===== config.mk =====
export PLATFORM = sky130hd
export DESIGN_NAME = mdu_iterative
export DESIGN_NICKNAME = d
export VERILOG_FILES = /design/src/rtl/rv32im_pkg.sv /design/src/rtl/mdu_divstep.sv /design/src/rtl/mdu_iterative.sv
export SDC_FILE = /design/constraint.sdc
export NUM_CORES = 1
export LEC_CHECK = 0
export CORE_AREA = 10 10 213 215
export DETAILED_ROUTE_END_ITERATION = 10
export DIE_AREA = 0 0 223 225
export HOLD_SLACK_MARGIN = 0.1
export PLACE_DENSITY = 0.6
export SLEW_MARGIN = 20
export SYNTH_ARGS = -nofsm -noshare
export SYNTH_HDL_FRONTEND = slang
export SYNTH_HIERARCHICAL = 1
export SYNTH_SLANG_ARGS = --single-unit

===== constraint.sdc =====
create_clock -name clk -period 11 [get_ports clk]
set_input_delay 1.65 -clock clk [delete_from_list [all_inputs] [get_ports clk]]
set_output_delay 1.65 -clock clk [all_outputs]
set_load 0.02 [all_outputs]

===== src/rtl/rv32im_pkg.sv =====
// Shared RV32IM definitions: M-extension op codes, MDU state encoding, constants and
// result-select helpers used by the iterative multiply/divide unit.
package rv32im_pkg;

  typedef enum logic [2:0] {
    OP_MUL    = 3'b000,
    OP_MULH   = 3'b001,
    OP_MULHSU = 3'b010,
    OP_MULHU  = 3'b011,
    OP_DIV    = 3'b100,
    OP_DIVU   = 3'b101,
    OP_REM    = 3'b110,
    OP_REMU   = 3'b111
  } mdu_op_e;

  typedef enum logic [1:0] {
    IDLE = 2'd0,
    MUL  = 2'd1,
    DIV  = 2'd2,
    DONE = 2'd3
  } mdu_state_e;

  localparam logic [31:0] DIV0_Q  = 32'hFFFF_FFFF;
  localparam logic [31:0] INT_MIN = 32'h8000_0000;

  function automatic logic signed_a(mdu_op_e op);
    return op inside {OP_MULH, OP_MULHSU, OP_DIV, OP_REM};
  endfunction

  function automatic logic signed_b(mdu_op_e op);
    return op inside {OP_MULH, OP_DIV, OP_REM};
  endfunction

  // Magnitude product -> architectural result (low word for MUL, high word otherwise).
  function automatic logic [31:0] mul_select(mdu_op_e op, logic [63:0] prod, logic neg);
    logic [63:0] p;
    p = neg ? -prod : prod;
    return (op == OP_MUL) ? p[31:0] : p[63:32];
  endfunction

  function automatic logic [31:0] div_select(mdu_op_e op, logic [31:0] quot, logic [31:0] rem,
                                             logic neg_q, logic neg_r);
    if (op inside {OP_REM, OP_REMU}) return neg_r ? -rem : rem;
    return neg_q ? -quot : quot;
  endfunction

endpackage


===== src/rtl/mdu_divstep.sv =====
// One restoring-division iteration: shift the next dividend bit into the partial
// remainder and subtract the divisor when it fits.
module mdu_divstep
  import rv32im_pkg::*;
#(
  parameter int XLEN = 32
) (
  input  logic [XLEN-1:0] rem,
  input  logic            dividend_msb,
  input  logic [XLEN-1:0] divisor,
  output logic [XLEN-1:0] rem_next,
  output logic            q_bit
);

  logic [XLEN:0] shifted;
  logic [XLEN:0] diff;

  // rem < divisor always holds, so a clear top bit of diff means no borrow.
  assign shifted  = {rem, dividend_msb};
  assign diff     = shifted - {1'b0, divisor};
  assign q_bit    = ~diff[XLEN];
  assign rem_next = q_bit ? diff[XLEN-1:0] : shifted[XLEN-1:0];

endmodule


===== src/rtl/mdu_iterative.sv =====
// Multi-cycle RV32 M-extension unit: 32-step shift-add multiply, 32-step restoring divide.
// Build option MDU_FAST_MUL_EN replaces the iterative multiply with a one-cycle product.
module mdu_iterative
  import rv32im_pkg::*;
#(
  parameter int XLEN  = 32,
  parameter int CNT_W = $clog2(XLEN)
) (
  input  logic            clk,
  input  logic            clr,
  input  logic            valid_i,
  input  logic            kill_i,
  input  logic [2:0]      funct3_i,
  input  logic [XLEN-1:0] srca_i,
  input  logic [XLEN-1:0] srcb_i,
  output logic            stall_o,
  output logic            done_o,
  output logic [XLEN-1:0] result_o
);

  mdu_state_e       state_q;
  mdu_op_e          op_q;
  logic [CNT_W-1:0] cnt_q;
  logic             neg_res_q, neg_rem_q;
  logic [XLEN-1:0]  hi_q, lo_q, b_q;

  // Accept-time decode of the incoming operands.
  mdu_op_e         op_in;
  logic            sign_a, sign_b, div0, ovf, accept, last_iter;
  logic [XLEN-1:0] mag_a, mag_b, special_res;

  assign op_in       = mdu_op_e'(funct3_i);
  assign sign_a      = signed_a(op_in) & srca_i[XLEN-1];
  assign sign_b      = signed_b(op_in) & srcb_i[XLEN-1];
  assign mag_a       = sign_a ? -srca_i : srca_i;
  assign mag_b       = sign_b ? -srcb_i : srcb_i;
  assign div0        = funct3_i[2] & (srcb_i == '0);
  assign ovf         = (op_in inside {OP_DIV, OP_REM}) & (srca_i == INT_MIN) & (srcb_i == '1);
  assign special_res = div0 ? (funct3_i[1] ? srca_i : DIV0_Q) : (funct3_i[1] ? '0 : INT_MIN);
  assign accept      = (state_q == IDLE) & valid_i & ~kill_i;
  assign last_iter   = (cnt_q == CNT_W'(XLEN - 1));

  assign stall_o = accept | (state_q == MUL) | (state_q == DIV);
  assign done_o  = (state_q == DONE) & ~kill_i;

  // Division: hi_q is the partial remainder, lo_q shifts dividend bits out and quotient bits in.
  logic [XLEN-1:0] div_rem_nx;
  logic            div_qbit;
  logic [XLEN-1:0] div_quo_nx;

  mdu_divstep #(.XLEN(XLEN)) u_divstep (
    .rem          (hi_q),
    .dividend_msb (lo_q[XLEN-1]),
    .divisor      (b_q),
    .rem_next     (div_rem_nx),
    .q_bit        (div_qbit)
  );

  assign div_quo_nx = {lo_q[XLEN-2:0], div_qbit};

`ifdef MDU_FAST_MUL_EN
  logic [2*XLEN-1:0] fast_prod;
  assign fast_prod = {{XLEN{1'b0}}, mag_a} * {{XLEN{1'b0}}, mag_b};
`else
  // Shift-add: {hi_q, lo_q} holds the running product with the multiplier in the low half.
  logic [XLEN:0]   mul_sum;
  logic [XLEN-1:0] mul_hi_nx, mul_lo_nx;
  assign mul_sum   = {1'b0, hi_q} + (lo_q[0] ? {1'b0, b_q} : '0);
  assign mul_hi_nx = mul_sum[XLEN:1];
  assign mul_lo_nx = {mul_sum[0], lo_q[XLEN-1:1]};
`endif

  // NOTE: all state uses non-blocking assignments so every register samples pre-edge values.
  always_ff @(posedge clk or posedge clr) begin
    if (clr) begin
      state_q   <= IDLE;
      op_q      <= OP_MUL;
      cnt_q     <= '0;
      neg_res_q <= 1'b0;
      neg_rem_q <= 1'b0;
      hi_q      <= '0;
      lo_q      <= '0;
      b_q       <= '0;
      result_o  <= '0;
    end else begin
      unique case (state_q)
        IDLE: begin
          if (accept) begin
            op_q      <= op_in;
            neg_res_q <= sign_a ^ sign_b;
            neg_rem_q <= sign_a;
            b_q       <= mag_b;
            hi_q      <= '0;
            lo_q      <= mag_a;
            cnt_q     <= '0;
            if (div0 || ovf) begin
              result_o <= special_res;
              state_q  <= DONE;
            end else if (funct3_i[2]) begin
              state_q <= DIV;
            end else begin
`ifdef MDU_FAST_MUL_EN
              result_o <= mul_select(op_in, fast_prod, sign_a ^ sign_b);
              state_q  <= DONE;
`else
              state_q <= MUL;
`endif
            end
          end
        end
`ifndef MDU_FAST_MUL_EN
        MUL: begin
          if (kill_i) begin
            state_q <= IDLE;
          end else begin
            hi_q  <= mul_hi_nx;
            lo_q  <= mul_lo_nx;
            cnt_q <= cnt_q + CNT_W'(1);
            if (last_iter) begin
              result_o <= mul_select(op_q, {mul_hi_nx, mul_lo_nx}, neg_res_q);
              state_q  <= DONE;
            end
          end
        end
`endif
        DIV: begin
          if (kill_i) begin
            state_q <= IDLE;
          end else begin
            hi_q  <= div_rem_nx;
            lo_q  <= div_quo_nx;
            cnt_q <= cnt_q + CNT_W'(1);
            if (last_iter) begin
              result_o <= div_select(op_q, div_quo_nx, div_rem_nx, neg_res_q, neg_rem_q);
              state_q  <= DONE;
            end
          end
        end
        default: state_q <= IDLE;
      endcase
    end
  end

endmodule


# Word-level counts from Yosys, hierarchy flattened
# Index checks and enable logic that the tools add are counted.
# totals
regBits,140
word_cells,107
input_bits,71
# classes
n_reduce_logical,16
n_addsub,8
bitwise,13
n_mux,41
n_eq_ne,20
# ops
op,count
$mux 32,24
$pmux 32 s3,3
$neg 32->32,4
$eq 32x32->1 const B,2
$mux 64,1
$neg 64->64,1
$add 32x32->33,1
$sub 33x32->33,1
$logic_not 32->1,1
$eq 3x3->1 const B,4
$ne 2x2->1 const B,6
$mux 2,5
$mux 5,2
$pmux 5 s2,1
$and 1x1->1,8
$reduce_and 7->1,1
$reduce_bool 2->1,3
$reduce_bool 3->1,2
$add 5x1->5 const B,1
$eq 5x5->1 const B,1
$eq 2x2->1 const B,2
$mux 1,4
$pmux 2 s2,1
$reduce_and 2->1,2
15 further kinds,17

# Longest topological paths before layout
# logic_depth
depth_word,10
depth_mapped,26

# Cells and area by module
# The synthesis kept the hierarchy.
# by_module_without_submodules
mod,area_per_inst_um2,instances,cells_per_inst,seq_area_each_um2
mdu_iterative,13868.3,1,1841,3503.4
mdu_divstep,2358.5,1,305,0.0

# Worst setup path after synthesis
# OpenSTA, ideal clock, no wires.
# synth_timing
path_kind,register to register
start,register lo_q[31]
end,register result_o[31]
path_buffers,2
setup_slack_ps,5161
t_arrival_ps,5708
period_less_slack_ps,5839
stages_incl_launch_ff,26
cell_sequence,dfrtp_1 inv_1 ha_1 fa_1 and2b_1 o2111ai_2 a21oi_2 o2111ai_1 a211oi_2 nor2_4 mux2i_4 and2_4 buf_12 inv_8 buf_12 mux2_4 or4_1 nor4_1 nor3b_1 nand3_1 o31ai_1 xor2_1 o21ai_0 a21oi_1 nor2_1 or3_1
# synth_between
elab_chain_cells,9
elab_cells_between_ends,17
classes_between,add/sub: 4; mux: 12; bitwise: 1
# synth_lines
item,line_no,source
start: declaration,mdu_iterative.sv:25,"logic [XLEN-1:0] hi_q, lo_q, b_q;"
start signal: assignment,mdu_iterative.sv:94,lo_q <= mag_a;
start signal: assignment,mdu_iterative.sv:117,lo_q <= mul_lo_nx;
start signal: assignment,mdu_iterative.sv:131,lo_q <= div_quo_nx;
$sub 33x32->33,mdu_divstep.sv:20,"assign diff = shifted - {1'b0, divisor};"
$mux 32,mdu_divstep.sv:22,assign rem_next = q_bit ? diff[XLEN-1:0] : shifted[XLEN-1:0];
net div_rem_nx[13],mdu_iterative.sv:47,logic [XLEN-1:0] div_rem_nx;
$neg 32->32,rv32im_pkg.sv:43,"if (op inside {OP_REM, OP_REMU}) return neg_r ? -rem : rem;"
$mux 32 (2 in a row),rv32im_pkg.sv:43,
$mux 32,rv32im_pkg.sv:44,return neg_q ? -quot : quot;
$mux 32,mdu_iterative.sv:133,if (last_iter) begin
$mux 32,mdu_iterative.sv:127,if (kill_i) begin
$pmux 32 s3,mdu_iterative.sv:86,unique case (state_q)
end signal: assignment,mdu_iterative.sv:97,result_o <= special_res;
end signal: assignment,mdu_iterative.sv:120,"result_o <= mul_select(op_q, {mul_hi_nx, mul_lo_nx}, neg_res_q);"
end signal: assignment,mdu_iterative.sv:134,"result_o <= div_select(op_q, div_quo_nx, div_rem_nx, neg_res_q, neg_rem_q);"
end: declaration,mdu_iterative.sv:18,output logic [XLEN-1:0] result_o
# The timed path passes the listed nets, and every way through them passes these cells. The select of a mux whose other input is x is not followed.
# A chain may end at the register's enable or synchronous reset.

# Worst setup path in the final report
# layout_timing
start,register lo_q[31]
end,register result_o[31]
# layout_between
elab_cells_between_ends,17
classes_between,add/sub: 4; mux: 12; bitwise: 1
# layout_rtl
item,line_no,source
$sub 33x32->33,mdu_divstep.sv:20,
$not 1->1,mdu_divstep.sv:21,assign q_bit = ~diff[XLEN];
net div_qbit,mdu_iterative.sv:48,logic div_qbit;
$neg 32->32,rv32im_pkg.sv:44,
$mux 32 (2 in a row),rv32im_pkg.sv:44,
$mux 32,mdu_iterative.sv:133,
$mux 32,mdu_iterative.sv:127,
$pmux 32 s3,mdu_iterative.sv:86,
# The timed path passes the listed nets, and every way through them passes these cells. The select of a mux whose other input is x is not followed.

==> out/metrics.cfg <==
[synth]
async_reset_ff_frac=1.000
synth_common_cells=nand2_1 (270), o21ai_0 (242), dfrtp_1 (140)
syn_area_mm2=0.01623
synth_cells=2146
ys.flop_type=dfrtp_1
synth_area_leaders=dfrtp_1 (22%), o21ai_0 (7.5%), nand2_1 (6.2%)
yosys.area.top_type=dfrtp_1
ys_types=102
yosysTopAreaCellShare=0.2159
synth.avg_cell_area_um2=7.561
synth_fp_nets=2296
synth_most_common_cell=nand2_1
yosysWarnings=6
synth_edf_count=0
ys_ff_latch=140
ys_seq_area_frac=0.2159

[global_routing]
antenna_found_initial=0
grt_pass1_vias=15361
grt_overflow=0
grt_max_degree=100
track_usage=0.2274
grt_pass1_wl_um=91490

[critical_path]
critical_path_arrival_ps=7030
path_cells=inv_1, ha_1, fa_1, and2b_1, o2111ai_2, a21oi_2, o2111ai_1, a211oi_2, nor2_4, mux2i_4, and2_4, inv_8, mux2_4, or4_1, nor4_1, nor3b_1, nand3_1, o31ai_1, xor2_1, o21ai_0, a21oi_1, nor2_1, or3_1
worstPathRequired_ps=11360
critPathKind=flop to flop
max_stage_delay_ps=610
r2r_cells=23
crit_path_start_kind=flop
r2r_start=lo_q[31]
cp-end-kind=flop
reg2reg_slack_ps=4330
path_delay_family=simple AND/OR/NAND/NOR gates
rr_endpoint=result_o[31]
crit_slowest_cell=or4_1
crit_path_max_fanout=25
critPathBufInv=2

[cells_and_area]
fin_nets=2283
stdcell_area_mm2=0.01796
insertedDiodeCount=0
fillerInstances=4213
syn_to_final_growth_pct=10.68
fin_cells=2685
drive_above_1_share=0.06198

[sta]
skew_ps=13.03
setup-tns-final_ps=0
rsz0062_at_grt=no
relSlewSlack=0.2893
fin_crit_sh=0.6067
fmax_mhz=149.8
min_period_ps=6674
tightest_slew_ps=1066
finalSetupViolCount=0
hold_viol=0
drv_slew=0

[placed_design]
postPlaceCellArea_mm2=0.01738
io_buffers=104
dp_hpwl_um=44670
place_congestion=0.9617
post-place-cells=2653

[worst_hold_path]
hold_end=result_o[6]
hold_depth=2
hp-class=flop to flop
min-delay-start=result_o[6]

[die]
initial_core_util=0.3921
die_area_mm2=0.05018
ios=105
die_y_um=225
row_count=75
die_w_um=223
core-area_mm2=0.04138

[cts]
postCtsResizedCells=0
cts_tree=yes
htreeDepth=4
cts_buffer_depth=2
post_cts_buffers=0
insertion_delay_ps=470
cts_made_buffers=17
clk_pin_slew_worst_paths_ps=70
clock-sinks=140
hold_buffers=0
root_buffer=clkbuf_16

[job]
cap_violations=0

[detailed_routing]
postRouteAntennaNets=0
first_pass_iters=5
routed_wl_um=59140
drc=0
wire_per_inst_um=22.02
routed-via-count=16422
drtIter0Drc=1472
viasPerCell=6.116

[power]
ir_drop_mv=0.2053
total_leakage_power_nw=7.169
power_w=0.005437
pwr_density_cell_mw_per_mm2=302.7

[run_status]
status=complete, no violations

-- power breakdown --
part	internal [W]	leakage [nW]	switching, W
Sequential	0.000725	1.80	0.000331
Clock	0.000320	0.270	0.000275
Combinational	0.00138	5.10	0.00240
Total	0.00243	7.17	0.00301
-- through the flow --
| stage | worst slack [ps] | hold slack (ps) | utilization |
|---|---|---|---|
| 6_report | 4326 | 489.6 | 0.4340 |
| 5_1_grt | 3682 | 503.1 | 0.4340 |
| 4_1_cts | 4281 | 494.0 | 0.4339 |
| 3_5_place_dp | 4323 | 478.8 | 0.4200 |
| 3_3_place_gp | 4392 | 470.0 | 0.4200 |
| 2_1_floorplan | 5161 | 462.9 | - |
-- area by class of cell --
class	count	area, µm²	area share
repair buffers	122	1176	0.06549
clock buffers	18	439.2	0.02445
clock inverters	14	135.1	0.007524
multi-input cells	1787	11770	0.6556
well taps	539	674.4	0.03755
flip-flops and latches	140	3505	0.1951
inverters	65	256.5	0.01428
-- metal layers --
layer | share of wire | vias to the layer above | global-route usage
met3 | 0.069 | 64 | 0.03748
met1 | 0.47 | 7895 | 0.3185
li1 | - | 7846 | -
met2 | 0.44 | 617 | 0.3517
met4 | 0.023 | 0 | 0.06343
met5 | 0 | - | 0
-- worst min-delay path: stages (launching register included) --
cell	delay [ps]
dfrtp_1	340
nand2_1	50
o21ai_0	60
-- how the worst max path moves through the flow --
stage | start | depth (start not counted) | to | slack [ps]
final | lo_q[31] | 23 | result_o[31] | 4330
after global routing | lo_q[31] | 23 | result_o[31] | 3680
after CTS | lo_q[31] | 23 | result_o[31] | 4280
after detailed placement | lo_q[31] | 23 | result_o[31] | 4320
after global placement | lo_q[31] | 23 | result_o[31] | 4390
after floorplan | lo_q[31] | 25 | result_o[31] | 5160
-- cell families (layout without fill, tap and decap cells) --
family,count (synthesis),after routing,share of synthesized area
AOI/OAI and AO/OA,731,731,0.2932
and+or+nand+nor,718,718,0.2189
buffers and inverters,219,219,0.05945
xor gates and xnor gates,217,217,0.1171
DFF,140,140,0.2159
adders and majority gates,79,79,0.06184
muxes,42,42,0.03354
-- placed cells by master, fill, tap and decap left out, drive strengths merged, types with 69 or more instances in the layout --
cell type,instances
nand2,271
o21ai,248
dfrtp,140
nor2,132
a21oi,125
xnor2,110
xor2,107
clkdlybuf4s50,104
ha,77
o31ai,74
inv,69
-- state kept, by name (all words and copies together), names as in the netlist --
signal,flops
neg_rem_q,1
cnt_q,5
result_o,32
hi_q,32
state_q,2
op_q,3
b_q,32
neg_res_q,1
lo_q,32
Power figures use the tool's default switching activity.
